--- config.mk ---
export PLATFORM = sky130hd
export DESIGN_NAME = spi_master_fifo_flat
export DESIGN_NICKNAME = d
export VERILOG_FILES = /design/src/rtl/spi_master_fifo_if.sv /design/src/rtl/spi_master_fifo.sv /design/src/flat_wrapper.sv
export SDC_FILE = /design/constraint.sdc
export NUM_CORES = 1
export LEC_CHECK = 0
export CAP_MARGIN = 20
export CORE_ASPECT_RATIO = 1.25
export CORE_MARGIN = 2
export CORE_UTILIZATION = 63
export DETAILED_ROUTE_END_ITERATION = 10
export PLACE_DENSITY = 0.85
export SYNTH_ARGS = -nofsm -noshare
export SYNTH_HDL_FRONTEND = slang
export SYNTH_HIERARCHICAL = 1
export SYNTH_SLANG_ARGS = --single-unit
--- constraint.sdc ---
create_clock -name clk -period 6.1 [get_ports clk]
set_input_delay 1.22 -clock clk [delete_from_list [all_inputs] [get_ports clk]]
set_output_delay 1.22 -clock clk [all_outputs]
set_load 0.05 [all_outputs]
--- src/rtl/spi_master_fifo_if.sv ---
// MMIO request/response bus for the SPI master: one-cycle request strobe, registered response one cycle later.
// No backpressure: every request is accepted and answered.
interface spi_master_fifo_if;
    logic        rq_en;
    logic [7:0]  rq_addr;
    logic        rq_iswrite;
    logic [31:0] rq_data;
    logic        rs_en;
    logic [31:0] rs_data;

    modport master (
        output rq_en, rq_addr, rq_iswrite, rq_data,
        input  rs_en, rs_data
    );

    modport slave (
        input  rq_en, rq_addr, rq_iswrite, rq_data,
        output rs_en, rs_data
    );
endinterface

--- src/rtl/spi_master_fifo.sv ---
// SPI master with TX/RX byte FIFOs behind an MMIO register file; responses 1 cycle after each request.
// No bus backpressure: TX pushes when full and RX pops when empty are dropped; RX overflow is flagged.
module spi_fifo #(
    parameter int W     = 8,
    parameter int DEPTH = 8
) (
    input  logic                       clk,
    input  logic                       rst_n,
    input  logic                       push,
    input  logic [W-1:0]               push_dat,
    input  logic                       pop,
    output logic [W-1:0]               pop_dat,
    output logic [$clog2(DEPTH):0]     count,
    output logic                       full,
    output logic                       empty
);
    localparam int AW = $clog2(DEPTH);
    localparam int CW = AW + 1;

    logic [W-1:0]  mem [DEPTH];
    logic [AW-1:0] wr_ptr;
    logic [AW-1:0] rd_ptr;
    logic          do_push;
    logic          do_pop;

    assign full     = (count == CW'(DEPTH));
    assign empty    = (count == '0);
    assign do_pop   = pop && !empty;
    // A push into a full FIFO is still taken when a pop frees a slot in the same cycle.
    assign do_push  = push && (!full || do_pop);
    assign pop_dat  = mem[rd_ptr];

    always_ff @(posedge clk) begin
        if (do_push) begin
            mem[wr_ptr] <= push_dat;
        end
    end

    always_ff @(posedge clk or negedge rst_n) begin
        if (!rst_n) begin
            wr_ptr <= '0;
            rd_ptr <= '0;
            count  <= '0;
        end else begin
            if (do_push) wr_ptr <= wr_ptr + AW'(1);
            if (do_pop)  rd_ptr <= rd_ptr + AW'(1);
            case ({do_push, do_pop})
                2'b10:   count <= count + CW'(1);
                2'b01:   count <= count - CW'(1);
                default: count <= count;
            endcase
        end
    end
endmodule

module spi_master_fifo #(
    parameter int NCS        = 4,
    parameter int FIFO_DEPTH = 8,
    parameter int DIV_W      = 12
) (
    input  logic             clk,
    input  logic             rst_n,
    spi_master_fifo_if.slave bus,
    output logic             spi_clk,
    output logic             spi_mosi,
    input  logic             spi_miso,
    output logic [NCS-1:0]   spi_csn
);
    localparam int CSW = (NCS > 1) ? $clog2(NCS) : 1;
    localparam int CW  = $clog2(FIFO_DEPTH) + 1;

    localparam logic [0:0] ST_IDLE = 1'b0;
    localparam logic [0:0] ST_BUSY = 1'b1;

    logic [DIV_W-1:0] sckdiv, div_l, hcnt;
    logic             cpha, cpol, cpha_l, cpol_l;
    logic [CSW-1:0]   csid, csid_l, cs_sel;
    logic             cs_on, cs_on_l, cs_en;
    logic             rx_ovf;
    logic [0:0]       state;
    logic [3:0]       ecnt;
    logic             sck_ph, mosi_q;
    logic [7:0]       tx_sh, rx_sh, rx_byte, tx_head, rx_head;
    logic [CW-1:0]    tx_count, rx_count;
    logic             tx_full, tx_empty, rx_full, rx_empty;
    logic             rd, wr, tx_push, tx_pop, rx_push, rx_pop;
    logic             busy, half_end, final_cyc, start, sample_now, shift_now;
    logic [31:0]      rd_data;

    assign rd      = bus.rq_en && !bus.rq_iswrite;
    assign wr      = bus.rq_en &&  bus.rq_iswrite;
    assign tx_push = wr && (bus.rq_addr == 8'h48);
    assign rx_pop  = rd && (bus.rq_addr == 8'h4C) && !rx_empty;

    assign busy       = (state == ST_BUSY);
    assign half_end   = busy && (hcnt == div_l);
    assign final_cyc  = half_end && (ecnt == 4'hF);
    // The final cycle of a frame can directly hand over to the next one.
    assign start      = (!busy || final_cyc) && !tx_empty;
    assign tx_pop     = start;
    // Even half-period ends are leading SCK edges; CPHA selects which edge samples.
    assign sample_now = half_end && (ecnt[0] == cpha_l);
    assign shift_now  = half_end && (ecnt[0] != cpha_l);
    assign rx_byte    = sample_now ? {rx_sh[6:0], spi_miso} : rx_sh;
    assign rx_push    = final_cyc;

    spi_fifo #(.W(8), .DEPTH(FIFO_DEPTH)) u_tx (
        .clk(clk), .rst_n(rst_n),
        .push(tx_push), .push_dat(bus.rq_data[7:0]),
        .pop(tx_pop), .pop_dat(tx_head),
        .count(tx_count), .full(tx_full), .empty(tx_empty)
    );

    spi_fifo #(.W(8), .DEPTH(FIFO_DEPTH)) u_rx (
        .clk(clk), .rst_n(rst_n),
        .push(rx_push), .push_dat(rx_byte),
        .pop(rx_pop), .pop_dat(rx_head),
        .count(rx_count), .full(rx_full), .empty(rx_empty)
    );

    always_ff @(posedge clk or negedge rst_n) begin
        if (!rst_n) begin
            sckdiv <= DIV_W'(3);
            cpha   <= 1'b0;
            cpol   <= 1'b0;
            csid   <= '0;
            cs_on  <= 1'b0;
            rx_ovf <= 1'b0;
        end else begin
            if (wr) begin
                case (bus.rq_addr)
                    8'h00: sckdiv <= bus.rq_data[DIV_W-1:0];
                    8'h04: {cpol, cpha} <= bus.rq_data[1:0];
                    8'h10: if (bus.rq_data < 32'(NCS)) csid <= bus.rq_data[CSW-1:0];
                    8'h18: cs_on <= bus.rq_data[1];
                    8'h50: if (bus.rq_data[31]) rx_ovf <= 1'b0;
                    default: ;
                endcase
            end
            if (rx_push && rx_full && !rx_pop) rx_ovf <= 1'b1;
        end
    end

    always_ff @(posedge clk or negedge rst_n) begin
        if (!rst_n) begin
            state   <= ST_IDLE;
            hcnt    <= '0;
            ecnt    <= '0;
            sck_ph  <= 1'b0;
            tx_sh   <= '0;
            rx_sh   <= '0;
            mosi_q  <= 1'b0;
            div_l   <= DIV_W'(3);
            cpha_l  <= 1'b0;
            cpol_l  <= 1'b0;
            csid_l  <= '0;
            cs_on_l <= 1'b0;
        end else if (start) begin
            state   <= ST_BUSY;
            hcnt    <= '0;
            ecnt    <= '0;
            sck_ph  <= 1'b0;
            div_l   <= sckdiv;
            cpha_l  <= cpha;
            cpol_l  <= cpol;
            csid_l  <= csid;
            cs_on_l <= cs_on;
            mosi_q  <= tx_head[7];
            // CPHA=1 re-drives bit 7 on the first leading edge, so keep it in the shifter.
            tx_sh   <= cpha ? tx_head : {tx_head[6:0], 1'b0};
            rx_sh   <= '0;
        end else if (busy) begin
            if (final_cyc) state <= ST_IDLE;
            if (half_end) begin
                hcnt   <= '0;
                ecnt   <= ecnt + 4'd1;
                sck_ph <= ~sck_ph;
            end else begin
                hcnt   <= hcnt + DIV_W'(1);
            end
            if (shift_now) begin
                mosi_q <= tx_sh[7];
                tx_sh  <= {tx_sh[6:0], 1'b0};
            end
            if (sample_now) rx_sh <= rx_byte;
        end
    end

    assign spi_clk  = busy ? (cpol_l ^ sck_ph) : cpol;
    assign spi_mosi = mosi_q;
    assign cs_sel   = busy ? csid_l  : csid;
    assign cs_en    = busy ? cs_on_l : cs_on;

    always_comb begin
        spi_csn = '1;
        for (int i = 0; i < NCS; i++) begin
            if (cs_en && (cs_sel == CSW'(i))) spi_csn[i] = 1'b0;
        end
    end

    always_comb begin
        rd_data = 32'h0;
        case (bus.rq_addr)
            8'h00: rd_data = 32'(sckdiv);
            8'h04: rd_data = {30'h0, cpol, cpha};
            8'h10: rd_data = 32'(csid);
            8'h18: rd_data = {30'h0, cs_on, 1'b0};
            8'h48: rd_data = {tx_full, 31'h0};
            8'h4C: rd_data = rx_empty ? 32'h8000_0000 : {24'h0, rx_head};
            8'h50: rd_data = {rx_ovf, 14'h0, busy, 8'(rx_count), 8'(tx_count)};
            default: rd_data = 32'h0;
        endcase
    end

    always_ff @(posedge clk or negedge rst_n) begin
        if (!rst_n) begin
            bus.rs_en   <= 1'b0;
            bus.rs_data <= 32'h0;
        end else begin
            bus.rs_en   <= bus.rq_en;
            bus.rs_data <= rd ? rd_data : 32'h0;
        end
    end
endmodule
--- src/flat_wrapper.sv ---
// flat-port wrapper written by rule: the top's interface ports become plain ports
module spi_master_fifo_flat 
#(
    parameter int NCS        = 4,
    parameter int FIFO_DEPTH = 8,
    parameter int DIV_W      = 12
)
  (clk, rst_n, spi_clk, spi_mosi, spi_miso, spi_csn, bus_rq_en, bus_rq_addr, bus_rq_iswrite, bus_rq_data, bus_rs_en, bus_rs_data);
  spi_master_fifo_if bus_i ();
  input  logic clk;
  input  logic rst_n;
  output logic spi_clk;
  output logic spi_mosi;
  input  logic spi_miso;
  output logic [NCS-1:0] spi_csn;
  input wire logic [$bits(bus_i.rq_en)-1:0] bus_rq_en;
  input wire logic [$bits(bus_i.rq_addr)-1:0] bus_rq_addr;
  input wire logic [$bits(bus_i.rq_iswrite)-1:0] bus_rq_iswrite;
  input wire logic [$bits(bus_i.rq_data)-1:0] bus_rq_data;
  output wire logic [$bits(bus_i.rs_en)-1:0] bus_rs_en;
  output wire logic [$bits(bus_i.rs_data)-1:0] bus_rs_data;
  assign bus_i.rq_en = bus_rq_en;
  assign bus_i.rq_addr = bus_rq_addr;
  assign bus_i.rq_iswrite = bus_rq_iswrite;
  assign bus_i.rq_data = bus_rq_data;
  assign bus_rs_en = bus_i.rs_en;
  assign bus_rs_data = bus_i.rs_data;
  spi_master_fifo #(.NCS(NCS), .FIFO_DEPTH(FIFO_DEPTH), .DIV_W(DIV_W)) u_core (.clk(clk), .rst_n(rst_n), .bus(bus_i), .spi_clk(spi_clk), .spi_mosi(spi_mosi), .spi_miso(spi_miso), .spi_csn(spi_csn));
endmodule
==> results.ini <==
[setup_path]
reg2reg_from=u_core/hcnt[3]$_DFFE_PN0P_
worst-path-max-fanout=12
reg2reg_slack_ns=1.63
cp.required_ns=6.55
r2r-end=u_core/u_tx/count[3]$_DFFE_PN0P_
start_kind=register
setup.worst_path.end=u_core/u_tx/count[3]$_DFFE_PN0P_
crit_type=reg2reg
critPathCaptureType=register
crit_start=u_core/hcnt[3]$_DFFE_PN0P_
arrival_ns=4.92
reg2reg_depth=12

[cts]
cts_resized=0
cts.sinks=233
cts_buffers=22
cts_tree=done
post_cts_buffers=0
hold_buffers=0
htreeDepth=1
clk_pin_slew_ns=0.07
cts_root_buffer=clkbuf_16
clkLatencyLatePin_ns=0.51
cts_max_path_buffers=3

[synthesis]
yosysUniqueCellTypes=58
synth.top_cell.area_share_pct=36.0
synth_area_leaders=edfxtp_1 (36%), dfrtp_1 (24%), mux4_1 (7.9%), mux2_2 (4.9%), mux2i_1 (2.7%)
synth_flop_cell=edfxtp_1
ys_seq_area_share_pct=60.6
syn_inst=736
synth-seq-cells=233
yosysWarningCount=6
synth_area_leader_cell=edfxtp_1
synth_area_sq_mm=0.0107
async_reset_ff_share_pct=45.1
synth_edf_count=128
avgSynthCellArea_sq_um=14.5

[power]
power_density_mw_per_mm2=373
p_leak_nw=4.79
irDropWorstVdd_uv=351
p_int_mw=3.23
power_frac_seq_pct=45.0
switching_power_mw=1.35
combPwrFrac_pct=20.9
clkPwrFrac_pct=34.1
switching_share_pct=29.5

[sta]
rsz0062_at_grt=false
fin_crit_sh_pct=73.3
hold_viol_final=0
tns_ns=0
final_period_minus_worst_setup_slack_ns=4.47
worstMarginPinSlew_ns=1.08
fmaxAchievable_mhz=224
relSlewSlack_pct=27.1
slew_violations=0
fin_skew_ns=0.0137
setup_viol_count_final=0

[drt]
viasPerCell=6.47
postRouteAntennaNets=0
num_vias=6740
first_iter_violations=626
firstDrtPassIters=7
wire_per_inst_microns=24.4
drc=0
wirelength_mm=25.4

[grt]
overflow=0
grt_pass1_vias=7022
globalRouteTotalUtil_pct=28.7
grt_max_degree=66
antenna_found_initial=0
grt_pass1_wl_mm=39.1

[finish]
nets=863
layout.core_utilization_pct=73.5
layout_commonest_cell=edfxtp_1
area_growth_pct=14.9
n_antenna_cell=0
drive_gt1_share_pct=15.0
final_cell_mix=edfxtp_1 (128), dfrtp_1 (101), clkdlybuf4s50_1 (64)
nFillCells=967

[floorplan]
die_w_microns=120
die_area_sq_mm=0.0180
rows=53
core_area_sq_mm=0.0167
initial_core_util_pct=63.9
die_y_microns=150
ios=84

[placed_design]
portBuffers=65
dpl.hpwl_mm=17.3
gp_congestion=0.870

[flow_run]
drv_cap=0

[status]
status=complete, no violations

[hold_path]
min_path_type=reg2reg

[power by group through the flow]
stage	registers, mW	logic [mW]	clock network (mW)
6_report	2.06	0.957	1.56
4_1_cts	2.06	0.955	1.57
5_1_grt	2.08	1.04	1.63
3_5_place_dp	2.09	0.937	0
2_1_floorplan	2.00	0.738	0
3_3_place_gp	2.07	0.880	0
[state kept, by name, summed over array words and instances, names as in the netlist, 2 cells and up]
name	cells
u_core/u_rx/rd_ptr	3
u_core/rx_sh	8
u_core/bus.rs_data	14
u_core/ecnt	4
u_core/u_tx/rd_ptr	3
u_core/tx_sh	8
u_core/u_tx/count	4
u_core/u_tx/mem	64
u_core/sckdiv	12
u_core/u_tx/wr_ptr	3
u_core/div_l	12
u_core/u_rx/count	4
u_core/csid_l	2
u_core/csid	2
u_core/u_rx/wr_ptr	3
u_core/u_rx/mem	64
u_core/hcnt	12
[per-stage QoR]
step           std cells  cell area (sq um)  hold WS, ns  total power, mW  setup slack [ns]
2_1_floorplan        753              10700        0.475             2.73              2.04
3_3_place_gp         999              11400        0.491             2.95              1.25
3_5_place_dp         999              11400        0.499             3.02             0.921
4_1_cts             1039              12300        0.514             4.58              1.27
5_1_grt             1042              12300        0.524             4.75              1.41
6_report            1042              12300        0.510             4.58              1.63
[how the worst min path moves through the flow]
| stage | start | to | slack [ns] | cells after the start |
|---|---|---|---|---|
| finish | u_core/cpol_l$_DFFE_PN0N_ | u_core/cpol_l$_DFFE_PN0N_ | 0.51 | 1 |
| global route | u_core/cpol_l$_DFFE_PN0N_ | u_core/cpol_l$_DFFE_PN0N_ | 0.52 | 1 |
| CTS | u_core/cpol_l$_DFFE_PN0N_ | u_core/cpol_l$_DFFE_PN0N_ | 0.51 | 1 |
| detailed placement | u_core/cpol_l$_DFFE_PN0N_ | u_core/cpol_l$_DFFE_PN0N_ | 0.50 | 1 |
| global placement | u_core/cpol_l$_DFFE_PN0N_ | u_core/cpol_l$_DFFE_PN0N_ | 0.49 | 1 |
| floorplan | u_core/csid_l[1]$_DFFE_PN0N_ | u_core/csid_l[1]$_DFFE_PN0N_ | 0.47 | 1 |
[synth_stat cells (5+ instances only)]
cell type / number
a31oi_1: 15
o21ai_0: 18
nand2_1: 47
clkbuf_1: 13
mux2_2: 46
nand2b_1: 8
buf_6: 9
nand4_1: 5
buf_1: 5
nand3b_1: 8
a21oi_1: 20
xnor2_1: 15
a22oi_1: 9
nor2_1: 36
mux2i_1: 29
nor4_1: 13
inv_1: 16
or3_1: 6
buf_4: 19
edfxtp_1: 128
dfrtp_1: 101
ha_1: 10
mux4_1: 32
nand3_1: 26
nor3_1: 16
mux2_1: 10
xor2_1: 20
[cell type report]
type / count / area, sq um / area share, %
flip-flops and latches: 233 / 6480 / 52.8
well taps: 220 / 275 / 2.24
repair buffers: 80 / 758 / 6.18
clock inverters: 17 / 279 / 2.27
multi-input cells: 453 / 3870 / 31.5
clock buffers: 23 / 554 / 4.52
inverters: 16 / 60.1 / 0.489
[layer usage]
layer / vias to the layer above / track usage (%) / routed length (microns)
met3: 77 / 3.01 / 1210
met5: - / 0 / 0
met2: 290 / 52.6 / 14000
met1: 3468 / 34.1 / 9130
li1: 2905 / - / -
met4: 0 / 13.0 / 1120
[logic make-up (layout without fill, tap and decap cells)]
group,after synthesis,after routing,share of synthesized area [%]
buffers and inverters,67,136,3.71
other,1,18,0.0351
and+or+nand+nor,183,183,8.80
DFF,233,233,60.6
AOI/OAI and AO/OA,85,85,5.48
muxes,120,120,16.9
adders and majority gates,12,12,1.55
xor gates and xnor gates,35,35,2.87
[critical path: stages, from the launching register on]
cell	delay, ns
dfrtp_1	0.46
xnor2_1	0.26
or4b_4	0.52
nor4_2	0.93
a31o_2	0.49
o21ai_2	0.19
or2_2	0.35
inv_1	0.10
ha_1	0.25
or2_2	0.29
a21oi_1	0.23
mux2i_1	0.21
nand3b_1	0.13
(Power assumes the default switching activity.)
